<file path="src/rtl/seq_divider.sv">
// ---------------------------------------------------------------------------
// seq_divider
// Sequential restoring divider producing one quotient bit per clock.
// quotient = dividend / divisor, remainder = dividend % divisor.
// A start/done handshake lets the control FSM launch an operation and pick
// up the result; results and div_zero are held until the next completion.
//
// Parameters:
//   Size       operand, quotient and remainder width in bits (>= 2)
//
// Ports:
//   clk        single clock, all state changes on the rising edge
//   rst_n      synchronous active-low reset
//   start      request, only sampled while idle
//   dividend   numerator, captured when start is accepted
//   divisor    denominator, captured when start is accepted
//   busy       high while calculating and during the done cycle
//   done       one-cycle pulse, results valid from this cycle on
//   quotient   result quotient (all ones on divide-by-zero)
//   remainder  result remainder (dividend on divide-by-zero)
//   div_zero   divisor was zero for the last completed operation
//
// Configuration macro:
//   DIV_SIGNED_EN  when defined, operands are two's complement; magnitudes
//                  are divided and the signs are applied when the result is
//                  loaded. Undefined: plain unsigned divider.
// ---------------------------------------------------------------------------
module seq_divider #(
    parameter int Size = 8
) (
    input  logic            clk,
    input  logic            rst_n,
    input  logic            start,
    input  logic [Size-1:0] dividend,
    input  logic [Size-1:0] divisor,
    output logic            busy,
    output logic            done,
    output logic [Size-1:0] quotient,
    output logic [Size-1:0] remainder,
    output logic            div_zero
);

    localparam int CntW = $clog2(Size + 1);

    typedef enum logic [1:0] {
        IDLE = 2'd0,
        CALC = 2'd1,
        DONE = 2'd2
    } state_e;

    state_e            state_q,     state_d;
    logic [CntW-1:0]   count_q,     count_d;
    logic [Size-1:0]   part_rem_q,  part_rem_d;
    logic [Size-1:0]   work_q,      work_d;
    logic [Size-1:0]   dsr_q,       dsr_d;
    logic              busy_q,      busy_d;
    logic              done_q,      done_d;
    logic [Size-1:0]   quotient_q,  quotient_d;
    logic [Size-1:0]   remainder_q, remainder_d;
    logic              div_zero_q,  div_zero_d;
`ifdef DIV_SIGNED_EN
    logic              neg_quo_q,   neg_quo_d;
    logic              neg_rem_q,   neg_rem_d;
`endif

    logic [Size:0]     shifted;
    logic [Size:0]     trial;
    logic              no_borrow;
    logic [Size-1:0]   step_rem;
    logic [Size-1:0]   step_quo;
    logic [Size-1:0]   fin_quo;
    logic [Size-1:0]   fin_rem;
    logic [Size-1:0]   dvd_mag;
    logic [Size-1:0]   dsr_mag;

    always_comb begin
        // Trial subtraction of the shifted partial remainder (Size+1 bits)
        // against the divisor: adder in subtract mode, inverted divisor with
        // carry-in 1. The low Size bits go through the adder; a set top bit
        // of the shifted value already guarantees the divisor fits, so the
        // low-bit difference is then exact as well.
        shifted   = {part_rem_q, work_q[Size-1]};
        trial     = {1'b0, shifted[Size-1:0]} + {1'b0, ~dsr_q} + {{Size{1'b0}}, 1'b1};
        no_borrow = shifted[Size] | trial[Size];
        step_rem  = no_borrow ? trial[Size-1:0] : shifted[Size-1:0];
        step_quo  = {work_q[Size-2:0], no_borrow};

`ifdef DIV_SIGNED_EN
        // Divide magnitudes; the most-negative value maps onto itself, which
        // reads correctly as an unsigned magnitude.
        dvd_mag = dividend[Size-1] ? -dividend : dividend;
        dsr_mag = divisor[Size-1]  ? -divisor  : divisor;
        fin_quo = neg_quo_q ? -step_quo : step_quo;
        fin_rem = neg_rem_q ? -step_rem : step_rem;
`else
        dvd_mag = dividend;
        dsr_mag = divisor;
        fin_quo = step_quo;
        fin_rem = step_rem;
`endif
    end

    // Next-state and next-output logic. All outputs come from flops, so the
    // done/busy/result values are set up here one edge ahead.
    always_comb begin
        state_d     = state_q;
        count_d     = count_q;
        part_rem_d  = part_rem_q;
        work_d      = work_q;
        dsr_d       = dsr_q;
        busy_d      = busy_q;
        done_d      = done_q;
        quotient_d  = quotient_q;
        remainder_d = remainder_q;
        div_zero_d  = div_zero_q;
`ifdef DIV_SIGNED_EN
        neg_quo_d   = neg_quo_q;
        neg_rem_d   = neg_rem_q;
`endif

        case (state_q)
            IDLE: begin
                if (start) begin
                    busy_d = 1'b1;
                    if (divisor == '0) begin
                        // Divide-by-zero completes straight away with the
                        // fixed result pattern.
                        state_d     = DONE;
                        done_d      = 1'b1;
                        quotient_d  = '1;
                        remainder_d = dividend;
                        div_zero_d  = 1'b1;
                    end else begin
                        state_d    = CALC;
                        count_d    = CntW'(Size);
                        part_rem_d = '0;
                        work_d     = dvd_mag;
                        dsr_d      = dsr_mag;
`ifdef DIV_SIGNED_EN
                        neg_quo_d  = dividend[Size-1] ^ divisor[Size-1];
                        neg_rem_d  = dividend[Size-1];
`endif
                    end
                end
            end

            CALC: begin
                part_rem_d = step_rem;
                work_d     = step_quo;
                count_d    = count_q - CntW'(1);
                // The last step lands its result directly in the output
                // registers so done and the results appear together.
                if (count_q == CntW'(1)) begin
                    state_d     = DONE;
                    done_d      = 1'b1;
                    quotient_d  = fin_quo;
                    remainder_d = fin_rem;
                    div_zero_d  = 1'b0;
                end
            end

            DONE: begin
                state_d = IDLE;
                done_d  = 1'b0;
                busy_d  = 1'b0;
            end

            default: begin
                state_d = IDLE;
                done_d  = 1'b0;
                busy_d  = 1'b0;
            end
        endcase
    end

    // Single state register for the FSM and all of its registered outputs.
    always_ff @(posedge clk) begin
        if (!rst_n) begin
            state_q     <= IDLE;
            count_q     <= '0;
            part_rem_q  <= '0;
            work_q      <= '0;
            dsr_q       <= '0;
            busy_q      <= 1'b0;
            done_q      <= 1'b0;
            quotient_q  <= '0;
            remainder_q <= '0;
            div_zero_q  <= 1'b0;
`ifdef DIV_SIGNED_EN
            neg_quo_q   <= 1'b0;
            neg_rem_q   <= 1'b0;
`endif
        end else begin
            state_q     <= state_d;
            count_q     <= count_d;
            part_rem_q  <= part_rem_d;
            work_q      <= work_d;
            dsr_q       <= dsr_d;
            busy_q      <= busy_d;
            done_q      <= done_d;
            quotient_q  <= quotient_d;
            remainder_q <= remainder_d;
            div_zero_q  <= div_zero_d;
`ifdef DIV_SIGNED_EN
            neg_quo_q   <= neg_quo_d;
            neg_rem_q   <= neg_rem_d;
`endif
        end
    end

    assign busy      = busy_q;
    assign done      = done_q;
    assign quotient  = quotient_q;
    assign remainder = remainder_q;
    assign div_zero  = div_zero_q;

endmodule

</file>
<file path="config.mk">
export PLATFORM = sky130hd
export DESIGN_NAME = seq_divider
export DESIGN_NICKNAME = d
export VERILOG_FILES = /design/src/rtl/seq_divider.sv
export SDC_FILE = /design/constraint.sdc
export NUM_CORES = 1
export LEC_CHECK = 0
export ABC_AREA = 0
export BUFFER_PORTS_ARGS = -buffer_cell sky130_fd_sc_hd__buf_2
export CORE_UTILIZATION = 51
export DETAILED_ROUTE_END_ITERATION = 10
export PLACE_DENSITY = 0.75
export RECOVER_POWER = 50
export SKIP_CTS_REPAIR_TIMING = 1
export SYNTH_ARGS = -nofsm -noshare
export SYNTH_HDL_FRONTEND = slang
export SYNTH_SLANG_ARGS = --single-unit
</file>
<file path="constraint.sdc">
create_clock -name clk -period 2.4 [get_ports clk]
set_clock_uncertainty 0.2 [all_clocks]
set_input_delay 0.36 -clock clk [delete_from_list [all_inputs] [get_ports clk]]
set_output_delay 0.36 -clock clk [all_outputs]
set_load 0.01 [all_outputs]
</file>
* Word-level counts from Yosys, hierarchy flattened
Index checks and enable logic that the tools add are counted.
** Storage, ports and cells
- Flip-flop bits (word level) :: 49
- Word-level logic and storage cells :: 62
- Bits of input ports :: 19
** Operators by class
- Bitwise operators :: 4
- $add $sub $neg :: 3
- Equal/unequal tests :: 6
- Multiplexer cells :: 30
- Reduce and logical (&&, ||, !) cells :: 9
** Operator list (count)
- 8-bit two-way mux :: 11
- 8-bit one-hot mux with 2 select lines :: 4
- 8-bit by 8-bit adder with 9-bit output :: 1
- 9-bit by 1-bit adder with 9-bit output (second input constant) :: 1
- 3-bit AND reduction :: 3
- 8-bit logical NOT :: 1
- 4-bit two-way mux :: 2
- 2-bit inequality test (second input constant) :: 4
- 8-bit inverter :: 1
- 4-bit one-hot mux with 2 select lines :: 1
- 2-bit two-way mux :: 3
- 1-bit one-hot mux with 2 select lines :: 3
- 1-bit two-way mux :: 5
- 4-bit by 1-bit equality test with 1-bit output (second input constant) :: 1
- 2-bit one-hot mux with 2 select lines :: 1
- 2-bit AND reduction :: 2
- 4-bit AND reduction :: 1
- 4-bit by 1-bit subtractor with 4-bit output (second input constant) :: 1
- 2-bit by 1-bit equality test with 1-bit output (second input constant) :: 1
- 2-bit logical NOT :: 1
- 1-bit inverter :: 2
- 2-bit nonzero test :: 1
- 1-bit OR :: 1

* Longest topological paths before layout
- Depth after elaboration :: 7
- Mapped depth :: 10
- Mapped depth without buffers :: 9

* Worst setup path before layout
No wires, ideal clock.
- Path type :: register -> register
- Start point :: reg work_q[7]
- End point :: reg remainder_q[1], in the netlist remainder[1]
- Slack :: 0.086 ns
- Path buffers :: 1
- Arrival time :: 1.983 ns
- Stages on the path, launching flop included :: 11
- Data required time :: 2.069 ns
- Cell sequence :: dfxtp_1 -> inv_1 -> ha_1 -> inv_1 -> fa_1 -> a211oi_4 -> o211ai_2 -> and2_1 -> buf_4 -> a31oi_1 -> a31oi_1
** Between the ends
- Word-level cells in the longest chain between the ends :: 6
** Ends and longest elaborated chain
- start, declared :: line 54 : logic [Size-1:0] work_q, work_d;
- start signal, assigned :: line 197 : work_q <= work_d;
- 8-bit by 8-bit adder with 9-bit output * :: line 83 : trial = {1'b0, shifted[Size-1:0]} + {1'b0, ~dsr_q} + {{Size{1'b0}}, 1'b1};
- 9-bit by 1-bit adder with 9-bit output * :: line 83
- 1-bit OR :: line 84 : no_borrow = shifted[Size] | trial[Size];
- 8-bit two-way mux * :: line 85 : step_rem = no_borrow ? trial[Size-1:0] : shifted[Size-1:0];
- 8-bit two-way mux * :: line 153 : if (count_q == CntW'(1)) begin
- 8-bit one-hot mux with 2 select lines * :: line 121 : case (state_q)
- end signal, assigned :: line 202 : remainder_q <= remainder_d;
- end, declared :: line 59 : logic [Size-1:0] remainder_q, remainder_d;
Mark *: on every way between the ends. The rest lies on a longest branch, timed or not. The select of a mux whose other input is x is not followed.
A chain may end at the register's enable or synchronous reset.

* Worst setup path in the final report
- Start point :: reg work_q[7]
- End point :: reg remainder_q[6], in the netlist remainder[6]
The elaborated chain is that of the path after synthesis.

==> Implementation_results.wiki <==
{| class="wikitable"
! Metric !! Value
|-
| Status || completed
|-
| Type of element launching the critical path || flop
|-
| Critical path's top delay family || simple AND/OR/NAND/NOR gates
|-
| Critical path start-end classification || reg2reg
|-
| Worst slew margin relative to its limit || 0.4723
|-
| Count of buffer and inverter cells on the critical path || 3
|-
| Maximum clock insertion buffer count || 2
|-
| Power Dens Cells || around 740 nW/µm²
|-
| Setup TNS after final layout || 0 ps
|-
| Proportion of netlist area held by the largest area contributor || 0.3686
|-
| List of most frequent post-synthesis cells || sky130_fd_sc_hd__dfxtp_1 (49), sky130_fd_sc_hd__nand2_1 (31), sky130_fd_sc_hd__a21oi_1 (27)
|-
| Violation count after the first detailed-route iteration || 210
|-
| Rows || 25
|-
| Post-DP HPWL || approximately 4600 µm
|-
| Number of hold violations in the final report || 0
|-
| Mean Syn Cell Area || 8.475 µm²
|-
| Part of the cycle the worst path needs || 0.9700
|-
| Die boundary width || 74.24 µm
|-
| FFs w/ async S/R, synth || 0
|-
| Synthesized netlist net count || 344
|-
| Die area || 5511 µm²
|-
| DR WL/cell || 15.05 µm
|-
| Number of port buffers || 37
|-
| Series of cell instances along the critical path || inv_1, ha_1, inv_1, fa_1, a211oi_4, buf_4, or4_1, o2111ai_1, nand3_1, a31oi_1
|-
| Global-route wire length before repair || around 10000 µm
|-
| Total of warnings raised by yosys || 0
|-
| NumNets Final || about 390
|-
| Predominant post-synthesis flop cell || sky130_fd_sc_hd__dfxtp_1
|-
| Met2 Use GR || 0.3848
|-
| Die Y || 74.24 µm
|-
| Distinct cell type count after synthesis || 54
|-
| Number of sinks driven by the clock tree || between 40 and 50
|-
| Total I/O pin count || 38
|-
| Worst endpoint required time || 2430 ps
|-
| Data arrival time of the worst path || roughly 2400 ps
|-
| Number of inserted diodes || 0
|-
| ANT nets after route || 0
|-
| Synth area leader || sky130_fd_sc_hd__dfxtp_1
|-
| Clock latency of the later-clocked register in the worst-skew pair || about 300 ps
|-
| Gpl congestion || 0.8386
|-
| Max cap viols || 0
|-
| Share of the yosys chip area belonging to registers || 0.3686
|-
| Largest fanout on the critical path || 4
|-
| Peak clock frequency supported by timing || 0.4295 GHz
|-
| Critical-path top delay cell || sky130_fd_sc_hd__or4_1
|-
| Global-route congestion overflow total || 0
|-
| Placeable Area || slightly below 5000 µm²
|-
| Pin count of the biggest net entering global routing || 22
|-
| Fraction of final layout cells with drive strength greater than 1 || 0.1685
|-
| Class of the most critical hold timing path || in2reg
|-
| Final-report max-slew violation count || 0
|-
| Unrepaired setup endpoints after global routing || no
|-
| Most prevalent standard cell on the critical path || sky130_fd_sc_hd__inv_1
|-
| Post-detailed-routing wire length || ~6400 µm
|-
| Detailed Routing Iterations Pass 1 || 4
|-
| Number of instances in the synthesized netlist || 314
|-
| Final-report setup violation count || 0
|-
| Post-route minimum period || 2328 ps
|-
| Transition time of the tightest slew-check pin || 786.8 ps
|-
| DRC violations left || 0
|-
| Routed via count || between 2000 and 2500
|-
| Clock tree from TritonCTS || yes
|-
| Highest-utilization routing layer at the global route stage || met2
|-
| Starting density of the core || 0.5454
|-
| Fillers || 464
|-
| Antenna violations before repair || 0
|-
| Area delta synth->final || 13.59%
|-
| Met1 track demand over resource in global routing || 0.3258
|-
| Number of buffers created by CTS || 5
|-
| Count leader, synth || sky130_fd_sc_hd__dfxtp_1
|-
| Met3 global-route usage || 0.03388
|-
| Worst Setup Slack, final || 71.89 ps
|-
| Global-route total usage across every layer || 0.2367
|-
| P_leak || between 1 and 1.5 nW
|-
| Max IR drop VDD || 0.5445 mV
|-
| Post-Synthesis Cell Area || between 2000 and 3000 µm²
|-
| Slowest stage delay, CP || roughly 460 ps
|-
| Number of global-route vias before repair || 2177
|-
| Post-detailed-route via-to-cell ratio || around 5.8
|-
| Worst slack after detailed placement || ~5.2 ps
|-
| Area contributors post-synth || sky130_fd_sc_hd__dfxtp_1 (37%), sky130_fd_sc_hd__a21oi_1 (5.1%), sky130_fd_sc_hd__ha_1 (4.7%)
|-
| Flip-flop and latch count after synthesis || 49
|-
| Crit end category || flop
|-
| Count of flip-flops with a built-in enable after synthesis || 0
|-
| Number of H-tree levels || 2
|-
| Root buffer cell || sky130_fd_sc_hd__clkbuf_8
|-
| Core Util, Final || 0.6195
|-
| Post-CTS clock slew at the launch and capture registers of the worst setup and hold paths || 90 ps
|}
==> final timing paths <==
check	start	end	slack [ps]	cells past startpoint
worst max-delay path	work_q[7]$_SDFFE_PN0P_	remainder[6]$_SDFFE_PN0P_	70	10
worst max register to register	work_q[7]$_SDFFE_PN0P_	remainder[6]$_SDFFE_PN0P_	70	10
worst min-delay path	divisor[7]	dsr_q[7]$_SDFFE_PN0P_	110	3
worst min register to register	busy$_SDFFE_PN0P_	busy$_SDFFE_PN0P_	260	2
==> registers in the layout, summed over array words and instances (netlist names) <==
register	cells
part_rem_q	8
work_q	8
div_zero	1
state_q	2
quotient	8
done	1
count_q	4
dsr_q	8
busy	1
remainder	8
==> final cells by class <==
| class | instances | area (µm²) | share of cell area |
|---|---|---|---|
| Multi-Input combinational cell | 225 | 1488 | 0.4921 |
| Sequential cell | 49 | 980.9 | 0.3245 |
| Timing Repair Buffer | 54 | 279.0 | 0.09230 |
| Clock buffer | 7 | 86.33 | 0.02856 |
| Tap cell | 67 | 83.83 | 0.02773 |
| Inverter | 20 | 75.07 | 0.02483 |
| Clock inverter | 1 | 30.03 | 0.009934 |
==> cells by family (layout without fill, tap and decap cells) <==
group / after synthesis / count (layout) / synth area share
xor gates and xnor gates: 3 / 3 / 0.009875
and+or+nand+nor: 92 / 92 / 0.1711
muxes: 7 / 7 / 0.02633
DFF: 49 / 49 / 0.3686
AOI/OAI and AO/OA: 112 / 112 / 0.2995
buffers and inverters: 40 / 82 / 0.07005
adders and majority gates: 11 / 11 / 0.05454
==> stage by stage <==
step | cell area, µm² | total power [mW] | instances | hold slack [ps]
3_5_place_dp | 2959 | 1.602 | 415 | 244.5
4_1_cts | 3075 | 2.199 | 423 | 110.7
5_1_grt | 3023 | 2.325 | 423 | 109.4
2_1_floorplan | 2661 | 1.426 | 314 | 236.3
3_3_place_gp | 2959 | 1.590 | 415 | 243.5
6_report | 3023 | 2.222 | 423 | 106.7
==> tightest hold or removal path, delay by kind of cell <==
| family | cells | cell delay (ps) |
|---|---|---|
| compound gates | 1 | 50 |
| buf+inv | 1 | 110 |
| simple gates | 1 | 50 |
==> routing by layer <==
metal | routed length (µm) | up-vias
li1 | - | 1223
met1 | 3060 | 1134
met2 | 2968 | 63
met3 | 248 | 13
met4 | 88 | 0
met5 | 0 | -
==> placed cells by master (no fill, tap or decap), drive strengths merged, types with 2 or more instances in the layout <==
cell,Yosys,routed
nand2,31,31
o2111ai,3,3
clkbuf,8,29
a22oi,3,3
ha,10,10
nand2b,3,3
mux2i,7,7
nor2,26,26
xnor2,2,2
and3,2,2
o21ai,24,24
nand3,12,12
o211ai,6,6
nor2b,2,2
nor4,2,2
nor3,4,4
o21a,7,7
a41oi,2,2
a31oi,11,11
and2,3,3
a311oi,3,3
a211oi,15,15
a21oi,28,28
dfxtp,49,49
inv,20,20
buf,12,32
==> where the power goes <==
part / internal [mW] / leakage, nW / switching [mW]
clock: 0.340 / 0.0585 / 0.274
sequential: 0.883 / 0.401 / 0.0506
combinational: 0.273 / 0.687 / 0.401
No activity file was read; power rests on OpenSTA's default activity.
